--- config.mk ---
export PLATFORM = sky130hd
export DESIGN_NAME = fetch_unit
export DESIGN_NICKNAME = d
export VERILOG_FILES = /design/src/rtl/fetch_unit.sv
export SDC_FILE = /design/constraint.sdc
export NUM_CORES = 1
export LEC_CHECK = 0
export CORE_MARGIN = 4
export CORE_UTILIZATION = 50
export CTS_BUF_LIST = sky130_fd_sc_hd__clkbuf_4
export DETAILED_ROUTE_END_ITERATION = 8
export PLACE_DENSITY_LB_ADDON = 0.15
export SLEW_MARGIN = 15
export SYNTH_ARGS = -nofsm -noshare
export SYNTH_HDL_FRONTEND = slang
export SYNTH_SLANG_ARGS = --single-unit
--- constraint.sdc ---
create_clock -name clk -period 5 [get_ports clk]
set_clock_uncertainty 0.2 [all_clocks]
set_input_delay 0.5 -clock clk [delete_from_list [all_inputs] [get_ports clk]]
set_output_delay 0.5 -clock clk [all_outputs]
set_load 0.02 [all_outputs]
--- src/rtl/fetch_unit.sv ---
// Instruction fetch stage: PC register, IF/ID pipeline register and a RUN/END
// sequencer that stops fetching once the program space is exhausted.
module fetch_unit #(
  parameter logic [31:0] RESET_PC   = 32'h0000_0000,
  parameter int unsigned ADDR_LIMIT = 1024
) (
  input  logic        clk,
  input  logic        rst,
  input  logic        freeze,
  input  logic        branch_taken,
  input  logic [31:0] branch_addr,
  output logic [31:0] imem_address,
  input  logic [31:0] imem_instruction,
  output logic [31:0] if_pc,
  output logic [31:0] if_instruction,
  output logic        if_valid
);

  localparam logic [31:0] LIMIT = 32'(ADDR_LIMIT);

  typedef enum logic {S_RUN, S_END} state_e;

  state_e      state_q, state_d;
  logic [31:0] pc_q, pc_d;
  logic [31:0] if_pc_q, if_pc_d;
  logic [31:0] if_instr_q, if_instr_d;
  logic        if_valid_q, if_valid_d;

  logic [31:0] pc_plus4;
  logic [31:0] target;

  assign pc_plus4 = pc_q + 32'd4;
  assign target   = {branch_addr[31:2], 2'b00};

  always_comb begin
    // NOTE: every next-state value gets a hold default first so no path
    // through the branches below leaves a signal unassigned (no latches).
    state_d    = state_q;
    pc_d       = pc_q;
    if_pc_d    = if_pc_q;
    if_instr_d = if_instr_q;
    if_valid_d = if_valid_q;

    if (branch_taken) begin
      // Redirect wins over freeze; the wrong-path fetch is squashed.
      pc_d       = target;
      if_pc_d    = '0;
      if_instr_d = '0;
      if_valid_d = 1'b0;
      state_d    = (target < LIMIT) ? S_RUN : S_END;
    end else if (!freeze) begin
      unique case (state_q)
        S_RUN: begin
          if_pc_d    = pc_plus4;
          if_instr_d = imem_instruction;
          if_valid_d = 1'b1;
          if (pc_plus4 >= LIMIT) begin
            pc_d    = LIMIT;
            state_d = S_END;
          end else begin
            pc_d = pc_plus4;
          end
        end
        S_END: begin
          if_pc_d    = '0;
          if_instr_d = '0;
          if_valid_d = 1'b0;
        end
        default: state_d = S_RUN;
      endcase
    end
  end

  // Reset has priority over everything, so the memory word is never captured
  // while rst is high.
  always_ff @(posedge clk) begin
    // NOTE: sequential state uses non-blocking assignments so all registers
    // update together from the values present before the edge.
    if (rst) begin
      state_q    <= S_RUN;
      pc_q       <= RESET_PC;
      if_pc_q    <= '0;
      if_instr_q <= '0;
      if_valid_q <= 1'b0;
    end else begin
      state_q    <= state_d;
      pc_q       <= pc_d;
      if_pc_q    <= if_pc_d;
      if_instr_q <= if_instr_d;
      if_valid_q <= if_valid_d;
    end
  end

  assign imem_address   = pc_q;
  assign if_pc          = if_pc_q;
  assign if_instruction = if_instr_q;
  assign if_valid       = if_valid_q;

endmodule

==> flow_metrics.py <==
metrics = {
    "timing": {
        "final_hold_viol_count": 0,
        "min_period_ns": 3.44,
        "worst-slew-pin-transition_ns": 1.03,
        "final_min_period_over_clock_period_pct": 68.9,
        "relSlewSlack_pct": 31.4,
        "slew_violations": 0,
        "timing.setup.tns_ns": 0,
        "worst_hold_slack_ns": 0.268,
        "clock.fmax_mhz": 290,
        "final-setup-viol-count": 0,
        "rsz0062_at_grt": "false",
    },
    "logic_synthesis": {
        "synthesis.area_mm2": 0.00461,
        "syn-num-nets": 622,
        "synth_warnings": 0,
        "synth.ff_latch_count": 98,
        "ys_seq_area_share_pct": 42.5,
        "synth_async_sr_flop_share_pct": 0,
        "synthDistinctLibCells": 51,
        "synth_enable_flop_cells": 0,
        "ys_dominant_reg_cell": "sky130_fd_sc_hd__dfxtp_1",
        "synthesis.area_per_instance_um2": 8.34,
        "syn_inst": 553,
    },
    "cells_and_area": {
        "multi_input_comb_area_mm2": 0.00239,
        "final_core_util_pct": 71.6,
        "final_layout_size_suffix_gt1_share_pct": 5.12,
        "layout.nets": 748,
        "layoutNonFillerInstCount": 793,
        "layout_area_overhead_pct": 37.3,
        "layout.area.seq_mm2": 0.00196,
        "layout.filler_cells": 746,
    },
    "global_route": {
        "antenna_violations_before_repair": 0,
        "largest_net_degree_at_the_start_of_global_routing": 69,
        "track_usage_pct": 24.3,
        "grt_first_pass_wirelength_um": 21900,
        "globalRouteOverflowTotal": 0,
        "first_global_vias": 4376,
    },
    "place": {
        "port_buf_inserts": 162,
        "placed_cells": 776,
        "gp_routability_congestion": 0.857,
        "dp_hpwl_um": 9570,
    },
    "detailed_routing": {
        "post-route-drc-count": 0,
        "total_via_count_in_the_routed_design": 4533,
        "detailedRoute.firstPassIterationCount": 5,
        "route.detailed.vias_per_inst": 5.72,
        "drt-initial-drc-count": 259,
        "detail-route-antenna-nets": 0,
        "routed_wl_um": 13400,
        "wire_per_inst_um": 16.9,
    },
    "clocking": {
        "post-cts-setup-buffers": 0,
        "cts_buffer_depth": 2,
        "clkSinkCount": 98,
        "root_buffer": "sky130_fd_sc_hd__clkbuf_4",
        "post_cts_hold_buffer_count": 0,
        "cts_tree": "yes",
        "cts-buffers-inserted": 9,
        "htree_levels": 3,
        "clk_pin_slew_worst_paths_ns": 0.16,
        "post_cts_resized": 0,
        "clock_insertion_delay_worst_skew_ns": 0.46,
    },
    "floorplan": {
        "die_width_um": 104,
        "die_h_um": 104,
        "floorplan.rows": 34,
        "floorplan.initialDensity_pct": 52.1,
        "design.portCount": 165,
        "dieArea_mm2": 0.0108,
        "fp.coreArea_mm2": 0.00885,
    },
    "pwr": {
        "power.density_mw_per_mm2": 246,
        "vdd_ir_drop_max_v": 0.000145,
        "p_leak_uw": 0.00219,
        "totalPowerFinal_uw": 1560,
    },
    "setup_path": {
        "worstPathMaxFanout": 10,
        "criticalPathCategory": "flop to flop",
        "setup.worst_path.end_class": "flop",
        "worst_ep_required_time_ns": 5.17,
        "worst_ep_arrival_ns": 3.61,
        "worst_setup_path_start_kind": "flop",
    },
    "status": {
        "result_of_the_run": "finished, final reports clean",
    },
    "min_path": {
        "worst_hold_path_type": "flop to flop",
    },
    "job": {
        "max-cap-violations": 0,
    },
}
-- registers in the layout, indices dropped and copies added, names as in the netlist --
name	cells
if_instruction	32
imem_address	32
if_pc	32
state_q	1
if_valid	1
-- layer usage --
metal,wire [um],up-vias,global-route usage [%]
li1,-,2227,-
met1,5720,2148,31.0
met2,6610,144,40.8
met3,870,14,6.02
met4,178,0,6.74
met5,0,-,0
-- synthesized netlist by cell type, types with 3 or more instances --
library cell / instances / area, um^2
sky130_fd_sc_hd__a211oi_1: 4 / 30.0
sky130_fd_sc_hd__a21oi_1: 27 / 135
sky130_fd_sc_hd__a22oi_1: 59 / 443
sky130_fd_sc_hd__and2_1: 6 / 37.5
sky130_fd_sc_hd__and3_1: 12 / 75.1
sky130_fd_sc_hd__and4_1: 4 / 35.0
sky130_fd_sc_hd__buf_2: 10 / 50.1
sky130_fd_sc_hd__buf_4: 6 / 45.0
sky130_fd_sc_hd__clkbuf_1: 36 / 135
sky130_fd_sc_hd__dfxtp_1: 98 / 1960
sky130_fd_sc_hd__inv_1: 9 / 33.8
sky130_fd_sc_hd__nand2_1: 54 / 203
sky130_fd_sc_hd__nand3_1: 18 / 90.1
sky130_fd_sc_hd__nand3b_1: 18 / 135
sky130_fd_sc_hd__nand4_1: 11 / 68.8
sky130_fd_sc_hd__nor2_1: 76 / 285
sky130_fd_sc_hd__nor3_1: 12 / 60.1
sky130_fd_sc_hd__nor4_1: 10 / 62.6
sky130_fd_sc_hd__o211ai_1: 8 / 60.1
sky130_fd_sc_hd__o21ai_0: 3 / 15.0
sky130_fd_sc_hd__or2_2: 3 / 18.8
sky130_fd_sc_hd__or3_1: 4 / 25.0
sky130_fd_sc_hd__or4_1: 3 / 22.5
sky130_fd_sc_hd__xnor2_1: 23 / 201
sky130_fd_sc_hd__xor2_1: 9 / 78.8
-- power by group --
group          switching [uW]  internal, uW
sequential               33.5           805
clock                     300           162
combinational             130           129
-- final timing paths --
| path | start | to | slack, ns | cells past startpoint |
|---|---|---|---|---|
| max reg2reg | imem_address[2] | state_q | 1.56 | 9 |
| max | imem_address[2] | state_q | 1.56 | 9 |
| min reg2reg | imem_address[1] | imem_address[1] | 0.27 | 2 |
| min | imem_address[1] | imem_address[1] | 0.27 | 2 |
-- area by class of cell --
class | count | share of cell area (%)
Timing Repair Buffer | 167 | 26.1
Clock inverter | 7 | 1.36
Inverter | 9 | 0.533
Antenna cell | 1 | 0.0395
Sequential cell | 98 | 31.0
Multi-Input combinational cell | 394 | 37.8
Tap cell | 108 | 2.13
Clock buffer | 9 | 1.07
-- per-stage QoR --
step | worst slack [ns] | area, um^2
after global routing | 1.36 | 6330
after global placement | 1.65 | 6180
final | 1.56 | 6340
after detailed placement | 1.62 | 6180
after CTS | 1.60 | 6330
after floorplan | 1.98 | 4610
-- logic make-up after synthesis --
logic type,after synthesis,share of synthesized area [%]
and+or+nand+nor,242,26.7
AOI/OAI and AO/OA,117,18.1
DFF,98,42.5
buffers and inverters,61,5.72
xor gates and xnor gates,33,6.43
muxes,1,0.217
adders and majority gates,1,0.271
-- layout by cell type (no fill, tap or decap), types with 10 or more instances in the layout --
master,n
sky130_fd_sc_hd__clkdlybuf4s50_1,161
sky130_fd_sc_hd__dfxtp_1,98
sky130_fd_sc_hd__nor2_1,75
sky130_fd_sc_hd__a22oi_1,59
sky130_fd_sc_hd__nand2_1,54
sky130_fd_sc_hd__a21oi_1,27
sky130_fd_sc_hd__xnor2_1,23
sky130_fd_sc_hd__nand3b_1,18
sky130_fd_sc_hd__nand3_1,18
sky130_fd_sc_hd__and3_1,12
sky130_fd_sc_hd__nor3_1,12
sky130_fd_sc_hd__nand4_1,11
sky130_fd_sc_hd__nor4_1,10
-- worst max-delay path: stages (launching register included) --
cell and delay [ns]:
sky130_fd_sc_hd__dfxtp_1 0.50, sky130_fd_sc_hd__ha_1 0.27, sky130_fd_sc_hd__and3_1 0.31, sky130_fd_sc_hd__nand4_2 0.30
sky130_fd_sc_hd__o31ai_2 0.37, sky130_fd_sc_hd__o211ai_1 0.13, sky130_fd_sc_hd__nand4b_1 0.25, sky130_fd_sc_hd__nor4_4 0.57
sky130_fd_sc_hd__a21oi_1 0.14, sky130_fd_sc_hd__o311a_1 0.31
Power figures use the tool's default switching activity.
